$ cat src/rtl/spu_sm_pkg.sv
// Shared definitions for the softmax sequencer and the softmax datapath block.
package spu_sm_pkg;

  // Phase code driven to the softmax block on sm_state.
  typedef enum logic [2:0] {
    StIdle = 3'b000,
    StEuA  = 3'b001,
    StReci = 3'b011,
    StEuB  = 3'b100,
    StMax  = 3'b101
  } sm_state_e;

  // Default datapath latencies.
  localparam int unsigned RdLatDef   = 1;
  localparam int unsigned ExpLatDef  = 2;
  localparam int unsigned TreeLatDef = 3;

  // Phases that sweep the row buffer.
  function automatic logic is_read_phase(sm_state_e s);
    return (s == StMax) || (s == StEuA) || (s == StEuB);
  endfunction

endpackage

$ cat src/rtl/spu_sm_ctrl_dly.sv
// Fixed-depth delay line for a strobe and its payload (e.g. valid + address).
module spu_sm_ctrl_dly #(
  parameter int unsigned Depth = 1,  // must be >= 1
  parameter int unsigned Width = 1
) (
  input  logic             clk_i,
  input  logic             rst_i,
  input  logic [Width-1:0] din_i,
  output logic [Width-1:0] dout_o
);

  logic [Width-1:0] pipe_q [Depth];

  // Shift register, cleared synchronously.
  always_ff @(posedge clk_i) begin
    if (rst_i) begin
      for (int i = 0; i < Depth; i++) pipe_q[i] <= '0;
    end else begin
      pipe_q[0] <= din_i;
      for (int i = 1; i < Depth; i++) pipe_q[i] <= pipe_q[i-1];
    end
  end

  assign dout_o = pipe_q[Depth-1];

endmodule

$ cat src/rtl/spu_sm_ctrl.sv
// Softmax sequencer: per row runs MAX, EU_STAGE_A, RECI handshake, EU_STAGE_B.
module spu_sm_ctrl
  import spu_sm_pkg::*;
#(
  parameter int unsigned ADDR_W   = 12,
  parameter int unsigned LEN_W    = 10,
  parameter int unsigned ROW_W    = 12,
  parameter int unsigned RD_LAT   = RdLatDef,
  parameter int unsigned EXP_LAT  = ExpLatDef,
  parameter int unsigned TREE_LAT = TreeLatDef
) (
  input  logic              core_clk,
  input  logic              rst,
  input  logic              start,
  input  logic [ADDR_W-1:0] cfg_rd_base,
  input  logic [ADDR_W-1:0] cfg_wr_base,
  input  logic [LEN_W-1:0]  cfg_row_words,
  input  logic [ROW_W-1:0]  cfg_num_rows,
  output logic              busy,
  output logic              done,
  output logic              rd_en,
  output logic [ADDR_W-1:0] rd_addr,
  output logic              wr_en,
  output logic [ADDR_W-1:0] wr_addr,
  output logic [2:0]        sm_state,
  output logic              comp_en,
  output logic              comp_rst,
  output logic              adder_tree_en,
  output logic              reci_exp_sum_en,
  input  logic              reci_exp_sum_finish
);

  localparam int unsigned ExecLat = RD_LAT + EXP_LAT;

  // Last drain count per phase. MAX and EU_STAGE_A carry one extra phase-transition
  // cycle on top of their pipeline drain; EU_STAGE_B ends on its final write.
  localparam logic [LEN_W-1:0] DrainMaxLast = LEN_W'(RD_LAT);
  localparam logic [LEN_W-1:0] DrainALast   = LEN_W'(RD_LAT + EXP_LAT + TREE_LAT);
  localparam logic [LEN_W-1:0] DrainBLast   = LEN_W'(ExecLat - 1);

  sm_state_e         state_q, state_d;
  logic              drain_q, drain_d;      // 0: ISSUE, 1: DRAIN
  logic [LEN_W-1:0]  cnt_q, cnt_d;          // word index, drain count, or RECI-entered flag
  logic [ROW_W-1:0]  row_q, row_d;
  logic [ADDR_W-1:0] row_off_q, row_off_d;  // row * row_words, modulo 2^ADDR_W
  logic [ADDR_W-1:0] rd_base_q, rd_base_d;
  logic [ADDR_W-1:0] wr_base_q, wr_base_d;
  logic [LEN_W-1:0]  words_q, words_d;
  logic [ROW_W-1:0]  rows_q, rows_d;
  logic              zero_done_q, zero_done_d;

  logic              row_last;
  logic [LEN_W-1:0]  drain_last;
  logic [ADDR_W-1:0] word_off;
  logic [ADDR_W-1:0] wr_addr_src;
  logic              max_rd, eua_rd, eub_rd;
  logic [ADDR_W:0]   wr_dly_in, wr_dly_out;

  assign row_last = (row_q + ROW_W'(1)) >= rows_q;
  assign word_off = ADDR_W'(cnt_q);

  // Drain length of the current read phase.
  always_comb begin
    drain_last = '0;
    unique case (state_q)
      StMax:   drain_last = DrainMaxLast;
      StEuA:   drain_last = DrainALast;
      StEuB:   drain_last = DrainBLast;
      default: drain_last = '0;
    endcase
  end

  // State and configuration registers.
  always_ff @(posedge core_clk) begin
    if (rst) begin
      state_q     <= StIdle;
      drain_q     <= 1'b0;
      cnt_q       <= '0;
      row_q       <= '0;
      row_off_q   <= '0;
      rd_base_q   <= '0;
      wr_base_q   <= '0;
      words_q     <= '0;
      rows_q      <= '0;
      zero_done_q <= 1'b0;
    end else begin
      state_q     <= state_d;
      drain_q     <= drain_d;
      cnt_q       <= cnt_d;
      row_q       <= row_d;
      row_off_q   <= row_off_d;
      rd_base_q   <= rd_base_d;
      wr_base_q   <= wr_base_d;
      words_q     <= words_d;
      rows_q      <= rows_d;
      zero_done_q <= zero_done_d;
    end
  end

  // Next-state logic: ISSUE/DRAIN sequencing within a phase, phase and row transitions.
  always_comb begin
    state_d     = state_q;
    drain_d     = drain_q;
    cnt_d       = cnt_q;
    row_d       = row_q;
    row_off_d   = row_off_q;
    rd_base_d   = rd_base_q;
    wr_base_d   = wr_base_q;
    words_d     = words_q;
    rows_d      = rows_q;
    zero_done_d = 1'b0;

    unique case (state_q)
      StIdle: begin
        if (start) begin
          rd_base_d = cfg_rd_base;
          wr_base_d = cfg_wr_base;
          words_d   = cfg_row_words;
          rows_d    = cfg_num_rows;
          if (cfg_row_words == '0 || cfg_num_rows == '0) begin
            zero_done_d = 1'b1;
          end else begin
            state_d   = StMax;
            drain_d   = 1'b0;
            cnt_d     = '0;
            row_d     = '0;
            row_off_d = '0;
          end
        end
      end
      StMax, StEuA, StEuB: begin
        if (!drain_q) begin
          if (cnt_q == words_q - LEN_W'(1)) begin
            drain_d = 1'b1;
            cnt_d   = '0;
          end else begin
            cnt_d = cnt_q + LEN_W'(1);
          end
        end else if (cnt_q != drain_last) begin
          cnt_d = cnt_q + LEN_W'(1);
        end else begin
          drain_d = 1'b0;
          cnt_d   = '0;
          if (state_q == StMax) begin
            state_d = StEuA;
          end else if (state_q == StEuA) begin
            state_d = StReci;
          end else if (row_last) begin
            state_d = StIdle;
          end else begin
            state_d   = StMax;
            row_d     = row_q + ROW_W'(1);
            row_off_d = row_off_q + ADDR_W'(words_q);
          end
        end
      end
      StReci: begin
        // cnt_q == 0 only in the first RECI cycle, which fires the divider pulse.
        cnt_d = LEN_W'(1);
        if (reci_exp_sum_finish) begin
          state_d = StEuB;
          drain_d = 1'b0;
          cnt_d   = '0;
        end
      end
      default: state_d = StIdle;
    endcase
  end

  // Strobes and addresses decoded from the current state.
  always_comb begin
    busy            = state_q != StIdle;
    rd_en           = is_read_phase(state_q) && !drain_q;
    rd_addr         = '0;
    wr_addr_src     = wr_base_q + row_off_q + word_off;
    comp_rst        = (state_q == StMax) && rd_en && (cnt_q == '0);
    reci_exp_sum_en = (state_q == StReci) && (cnt_q == '0);
    done            = zero_done_q ||
                      ((state_q == StEuB) && drain_q && (cnt_q == DrainBLast) && row_last);
    max_rd          = rd_en && (state_q == StMax);
    eua_rd          = rd_en && (state_q == StEuA);
    eub_rd          = rd_en && (state_q == StEuB);
    wr_dly_in       = '0;
    if (rd_en) rd_addr = rd_base_q + row_off_q + word_off;
    if (eub_rd) wr_dly_in = {1'b1, wr_addr_src};
  end

  assign sm_state = state_q;

  spu_sm_ctrl_dly #(
    .Depth(RD_LAT),
    .Width(1)
  ) u_dly_comp (
    .clk_i (core_clk),
    .rst_i (rst),
    .din_i (max_rd),
    .dout_o(comp_en)
  );

  spu_sm_ctrl_dly #(
    .Depth(ExecLat),
    .Width(1)
  ) u_dly_tree (
    .clk_i (core_clk),
    .rst_i (rst),
    .din_i (eua_rd),
    .dout_o(adder_tree_en)
  );

  // Write strobe and address travel together so wr_addr lines up with the requantizer output.
  spu_sm_ctrl_dly #(
    .Depth(ExecLat),
    .Width(ADDR_W + 1)
  ) u_dly_wr (
    .clk_i (core_clk),
    .rst_i (rst),
    .din_i (wr_dly_in),
    .dout_o(wr_dly_out)
  );

  assign wr_en   = wr_dly_out[ADDR_W];
  assign wr_addr = wr_dly_out[ADDR_W-1:0];

endmodule

$ cat config.mk
export PLATFORM = sky130hd
export DESIGN_NAME = spu_sm_ctrl
export DESIGN_NICKNAME = d
export VERILOG_FILES = /design/src/rtl/spu_sm_pkg.sv /design/src/rtl/spu_sm_ctrl_dly.sv /design/src/rtl/spu_sm_ctrl.sv
export SDC_FILE = /design/constraint.sdc
export NUM_CORES = 1
export LEC_CHECK = 0
export BUFFER_PORTS_ARGS = -buffer_cell sky130_fd_sc_hd__buf_2
export CAP_MARGIN = 40
export CORE_MARGIN = 2
export CORE_UTILIZATION = 45
export DETAILED_ROUTE_END_ITERATION = 7
export HOLD_SLACK_MARGIN = 0.03
export PLACE_DENSITY = 0.72
export SETUP_SLACK_MARGIN = 0.05
export SYNTH_ARGS = -nofsm -noshare
export SYNTH_HDL_FRONTEND = slang
export SYNTH_SLANG_ARGS = --single-unit
$ cat constraint.sdc
create_clock -name core_clk -period 6.3 [get_ports core_clk]
set_clock_uncertainty 0.15 [all_clocks]
set_input_delay 1.89 -clock core_clk [delete_from_list [all_inputs] [get_ports core_clk]]
set_output_delay 1.89 -clock core_clk [all_outputs]
set_load 0.02 [all_outputs]
======== After elaboration in Yosys (flattened, before gate mapping) ========
Memory sizes are Yosys's and may differ from the RTL's.
Cells that the tools add are included.
word-level totals
  bits in registers ....................... 85
  bits in latches ......................... 0
  memory bits (writable) .................. 43
  ROM bits ................................ 0
  bits of input ports ..................... 50
  output and inout port bits .............. 35
  logic and storage cells ................. 126
  memories kept ........................... 3
operators by class
  add/subtract/negate cells ............... 8
  multiply operators ...................... 0
  div/mod/pow operators ................... 0
  magnitude comparators ................... 1
  eq/ne operators ......................... 15
  shifts and indexed selects .............. 0
  muxes and demuxes ....................... 52
  bitwise gates (word level) .............. 8
  reductions and logical operators ........ 29
memory list
  name               words  width  rd ports  clocked after Yosys merged registers in  wr ports  RTL line               RTL
  u_dly_wr.pipe_q    3      13     3         0                                        3         spu_sm_ctrl_dly.sv:12  logic [Width-1:0] pipe_q [Depth];
  u_dly_tree.pipe_q  3      1      3         0                                        3         spu_sm_ctrl_dly.sv:12
  u_dly_comp.pipe_q  1      1      1         0                                        1         spu_sm_ctrl_dly.sv:12
operators by type and width
  operator               number
  $mux 12                13
  $mux 13                4
  $mux 10                5
  $pmux 12 s2            2
  $add 12x10->12         3
  $pmux 10 s3            1
  $add 12x12->12         2
  $mux 3                 8
  $logic_not 10->1       2
  $pmux 3 s3             2
  $mux 1                 16
  $ne 2x2->1 const B     8
  $add 12x1->12 const B  1
  $ge 12x12->1           1
  $logic_not 12->1       1
  $add 10x1->10 const B  1
  $eq 10x10->1           1
  $eq 10x2->1 const B    1
  $ne 10x10->1           1
  $sub 10x1->10 const B  1
  $logic_and 1x1->1      9
  $reduce_and 8->1       1
  $eq 3x3->1 const B     2
  $or 1x1->1             6
  15 further kinds       21

======== Longest topological paths before layout ========
  depth in word-level cells ............... 8
  mapped depth ............................ 17
  gate-level depth less buffers ........... 14

======== Modules after synthesis ========
From an unflattened synthesis, not the netlist that was laid out.
unflattened totals
  cells, all modules ...................... 859
  area, all modules ....................... 7,334.5 µm²
modules (own cells, without submodules)
  module                        instances  cells an instance  area each (µm²)  sequential area each (µm²)
  spu_sm_ctrl                   1          756                6,049.6          1,701.6
  spu_sm_ctrl_dly (u_dly_wr)    1          95                 1,172.4          780.7
  spu_sm_ctrl_dly (u_dly_tree)  1          6                  78.8             60.1
  spu_sm_ctrl_dly (u_dly_comp)  1          2                  33.8             20.0

======== Worst setup path before layout ========
Ideal clock, no wire load.
  kind .................................... reg-to-output
  start ................................... register row_off_q[1]
  end ..................................... output port rd_addr[11]
  arrival time ............................ 2.906 ns
  data required time ...................... 4.260 ns
  path slack .............................. 1.354 ns
  cell stages (with the launch flop) ...... 11
  buffers on the path ..................... 0
  cells stage by stage .................... dfxtp_1 > fa_1 > ha_1 > fa_1 > a21o_1 > a211oi_1 > nor2_1 > o41ai_1 > o21ai_0 > xnor2_1 > nor2_1
on the way
  cells in the longest elaborated chain, start to end .. 3
ends and longest elaborated chain
  what                      RTL line            RTL
  start: declaration        spu_sm_ctrl.sv:45   logic [ADDR_W-1:0] row_off_q, row_off_d;
  start signal: assignment  spu_sm_ctrl.sv:91   row_off_q <= row_off_d;
  $add 12x12->12            spu_sm_ctrl.sv:184  if (rd_en) rd_addr = rd_base_q + row_off_q + word_off;
  $add 12x10->12            spu_sm_ctrl.sv:184
  $mux 12                   spu_sm_ctrl.sv:184
  end: declaration          spu_sm_ctrl.sv:22   output logic [ADDR_W-1:0] rd_addr,
Every way passes these cells.

======== Worst setup path in the final report ========
  start ................................... register cnt_q[0]
  end ..................................... output port rd_addr[11]
on the way
  cells in the longest elaborated chain, start to end .. 2
ends and longest elaborated chain
  what                      RTL line            RTL
  start: declaration        spu_sm_ctrl.sv:43   logic [LEN_W-1:0] cnt_q, cnt_d;
  start signal: assignment  spu_sm_ctrl.sv:89   cnt_q <= cnt_d;
  $add 12x10->12            spu_sm_ctrl.sv:184
  $mux 12                   spu_sm_ctrl.sv:184
Every way passes these cells.

==> metrics.md <==
| Metric | Value |
|---|---|
| Outcome | finished, final reports clean |
| WS Path Type | reg2out |
| Commonest non-fill, non-tap cells in the layout | dfxtp_1, nand2_1, a21oi_1 |
| Seq cells post-synth | 128 |
| Die height | 131 um |
| Postcts setup bufs | 0 |
| Fin crit period | 5.93 ns |
| Logic gate share of total power | 32.0% |
| Worst setup margin | 0.372 ns |
| Average wire per standard cell | around 15 um |
| Maximum VDD drop | 216 uV |
| Final wirelength | 17000 um |
| Netlist cell types | 59 |
| Layout Area Growth over Synthesis | 15.5% |
| Worst Setup End Kind | output port |
| Mapped Area | 7230 um^2 |
| Crit path max fanout | 13 |
| Dpl hpwl | 12600 um |
| Largest net degree at the start of global routing | 62 |
| CP arrival | between 3 and 4 ns |
| Vias/cell | 5.30 |
| TNS Setup | 0 ns |
| Hold slack final | 0.283 ns |
| Layout Nets | just over 1000 |
| Reg2Reg Setup Slack | 2.01 ns |
| Post-route DRC | 0 |
| Max Slew Vio Count | 0 |
| Rel. slew slack | between 40 and 50% |
| Slew @ Worst Pin | 0.797 ns |
| Fmax | roughly 170 MHz |
| Vias in the first global route | 5515 |
| FILL cells | 1525 |
| Worst-path clk slew | 0.06 ns |
| # diodes | 0 |
| CTS Buf Count | 17 |
| Initial DRC count | 365 |
| Root Buffer | clkbuf_16 |
| Final Hold Fails | 0 |
| Initial antenna violation count | 0 |
| Syn. warnings | 0 |
| Max cap viols | 0 |
| Hold Buf Count CTS | 0 |
| Leak | 3.67 nW |
| Htree depth | 4 |
| First-pass GRT wire length | 27500 um |
| Hold Crit Class | reg2reg |
| Reg2reg path depth | 14 |
| Clock sink count | 128 |
| Sw Pwr | roughly 1.1 mW |
| Post-Syn Instances | approximately 860 |
| DP Worst Slack | a little under 0.9 ns |
| Share of the yosys chip area belonging to registers | between 30% and 40% |
| Internal Dissipation | 1.83 mW |
| Sw Share | 37.2% |
| Clock Path Buffers | 2 |
| Area of the core | ~16000 um^2 |
| Final worst path period share | a little over nine tenths |
| Clock group share of total power | 33.9% |
| Required @ worst endpoint | about 4.3 ns |
| Crit start category | flop |
| Clk_lat worst skew | 0.43 ns |
| Reg power frac | 34.1% |
| RSZ-0062 raised after global routing | no |
| GRT Overall Usage | 20.9% |
| Top Ports | 85 |
| Vias | 6057 |
| Post-CTS sizing | 0 |
| Grt ovf | 0 |
| FF/Latch Area | 2560 um^2 |
| Final setup violating endpoints | 0 |
| Die span in x | 131 um |
| Pre-Repair DR Iteration Count | 6 |
| Multi-input gate area | 4280 um^2 |
| Synth Flop Type | dfxtp_1 |
| Gpl congestion | around 0.88 |
| Synth async-reset ratio | 0% |
| Power per Cell Area | 348 nW/um^2 |
| CTS tree | done |
| Syn_area_per_cell | roughly 8.4 um^2 |
| Hold Path Stages | 1 |
| Commonest non-fill, non-tap cell in the layout | dfxtp_1 |
| Layout cell share with drive strength beyond 1 | 15.3% |
| Die area | approximately 17000 um^2 |
| PortBufs | 84 |
| Site Rows | 46 |
| Number of synthesized flops with an enable pin | 0 |
| Mapped Nets | 978 |
| Starting Density | between 40% and 50% |
| Detail Route Antenna Nets | 0 |
-- worst paths after layout --
| kind | startpoint | to |
|---|---|---|
| worst max-delay path | cnt_q[0] | rd_addr[11] |
| worst min-delay path | u_dly_wr.pipe_q[0][25] | u_dly_wr.pipe_q[0][38] |
| worst max register to register | row_q[0] | row_q[3] |
| worst min register to register | u_dly_wr.pipe_q[0][25] | u_dly_wr.pipe_q[0][38] |
-- state kept, by name, summed over array words and instances, names as in the netlist, 3 cells and up --
signal             flops
wr_base_q             12
cnt_q                 10
u_dly_tree.pipe_q      3
rows_q                12
rd_base_q             12
row_off_q             12
u_dly_wr.pipe_q       39
row_q                 12
words_q               10
sm_state               3
-- power by group through the flow --
stage / sequential [mW] / combinational (mW) / clock, mW
after CTS: 0.989 / 0.925 / 0.999
after floorplan: 0.969 / 0.676 / 0
after global routing: 1.00 / 1.04 / 1.04
final: 0.990 / 0.929 / 0.986
after detailed placement: 1.01 / 0.916 / 0
after global placement: 1.00 / 0.868 / 0
-- through the flow --
step | std cells | cell area, um^2 | power, mW | utilization (%)
after CTS | 1142 | 8350 | 2.91 | 53.0
final | 1142 | 8350 | 2.91 | 53.0
after global placement | 1108 | 7700 | 1.87 | 48.9
after detailed placement | 1111 | 7760 | 1.92 | 49.2
after floorplan | 856 | 7230 | 1.64 | -
after global routing | 1142 | 8350 | 3.08 | 53.0
-- metal layers --
layer	wire length, um	track usage [%]	vias up
met5	0	0	-
met4	292	7.13	0
met3	793	4.52	25
met2	8050	34.2	142
met1	7910	27.5	2850
li1	-	-	3040
-- worst max-delay path, cell delays in order (launching register included) --
cell and delay, ns:
dfxtp_1 0.47, fa_1 0.48, ha_1 0.23, fa_1 0.42, a21o_1 0.21, a211oi_1 0.30
nor2_1 0.11, o41ai_1 0.57, o21ai_0 0.24, xnor2_1 0.17, nor2_1 0.10, buf_2 0.17
-- synthesized netlist by cell type, types with 12 or more instances --
library cell | n | area [um^2]
xnor2_1 | 27 | 236
inv_1 | 34 | 128
nand3_1 | 28 | 140
dfxtp_1 | 128 | 2560
nor2b_1 | 34 | 213
buf_4 | 12 | 90.1
xor2_1 | 29 | 254
nor3_1 | 16 | 80.1
nand2_1 | 124 | 465
nor2_1 | 67 | 251
ha_1 | 49 | 613
o21ai_0 | 26 | 130
clkbuf_1 | 29 | 109
fa_1 | 23 | 460
a21oi_1 | 89 | 445
-- kinds of logic (layout without fill, tap and decap cells) --
kind of cell | count (synthesis) | in the layout | share of synthesized area [%]
and+or+nand+nor | 344 | 344 | 23.2
AOI/OAI and AO/OA | 166 | 166 | 14.0
DFF | 128 | 128 | 35.4
buffers and inverters | 87 | 157 | 5.37
adders and majority gates | 72 | 72 | 14.8
xor gates and xnor gates | 56 | 56 | 6.78
muxes | 3 | 3 | 0.415
-- cell type report --
class	instances	share of cell area, %
Tap cell	216	3.24
Clock inverter	13	1.78
Inverter	34	1.53
Timing Repair Buffer	92	6.20
Sequential cell	128	30.7
Clock buffer	18	5.26
Multi-Input combinational cell	641	51.3
Power figures use the tool's default switching activity.
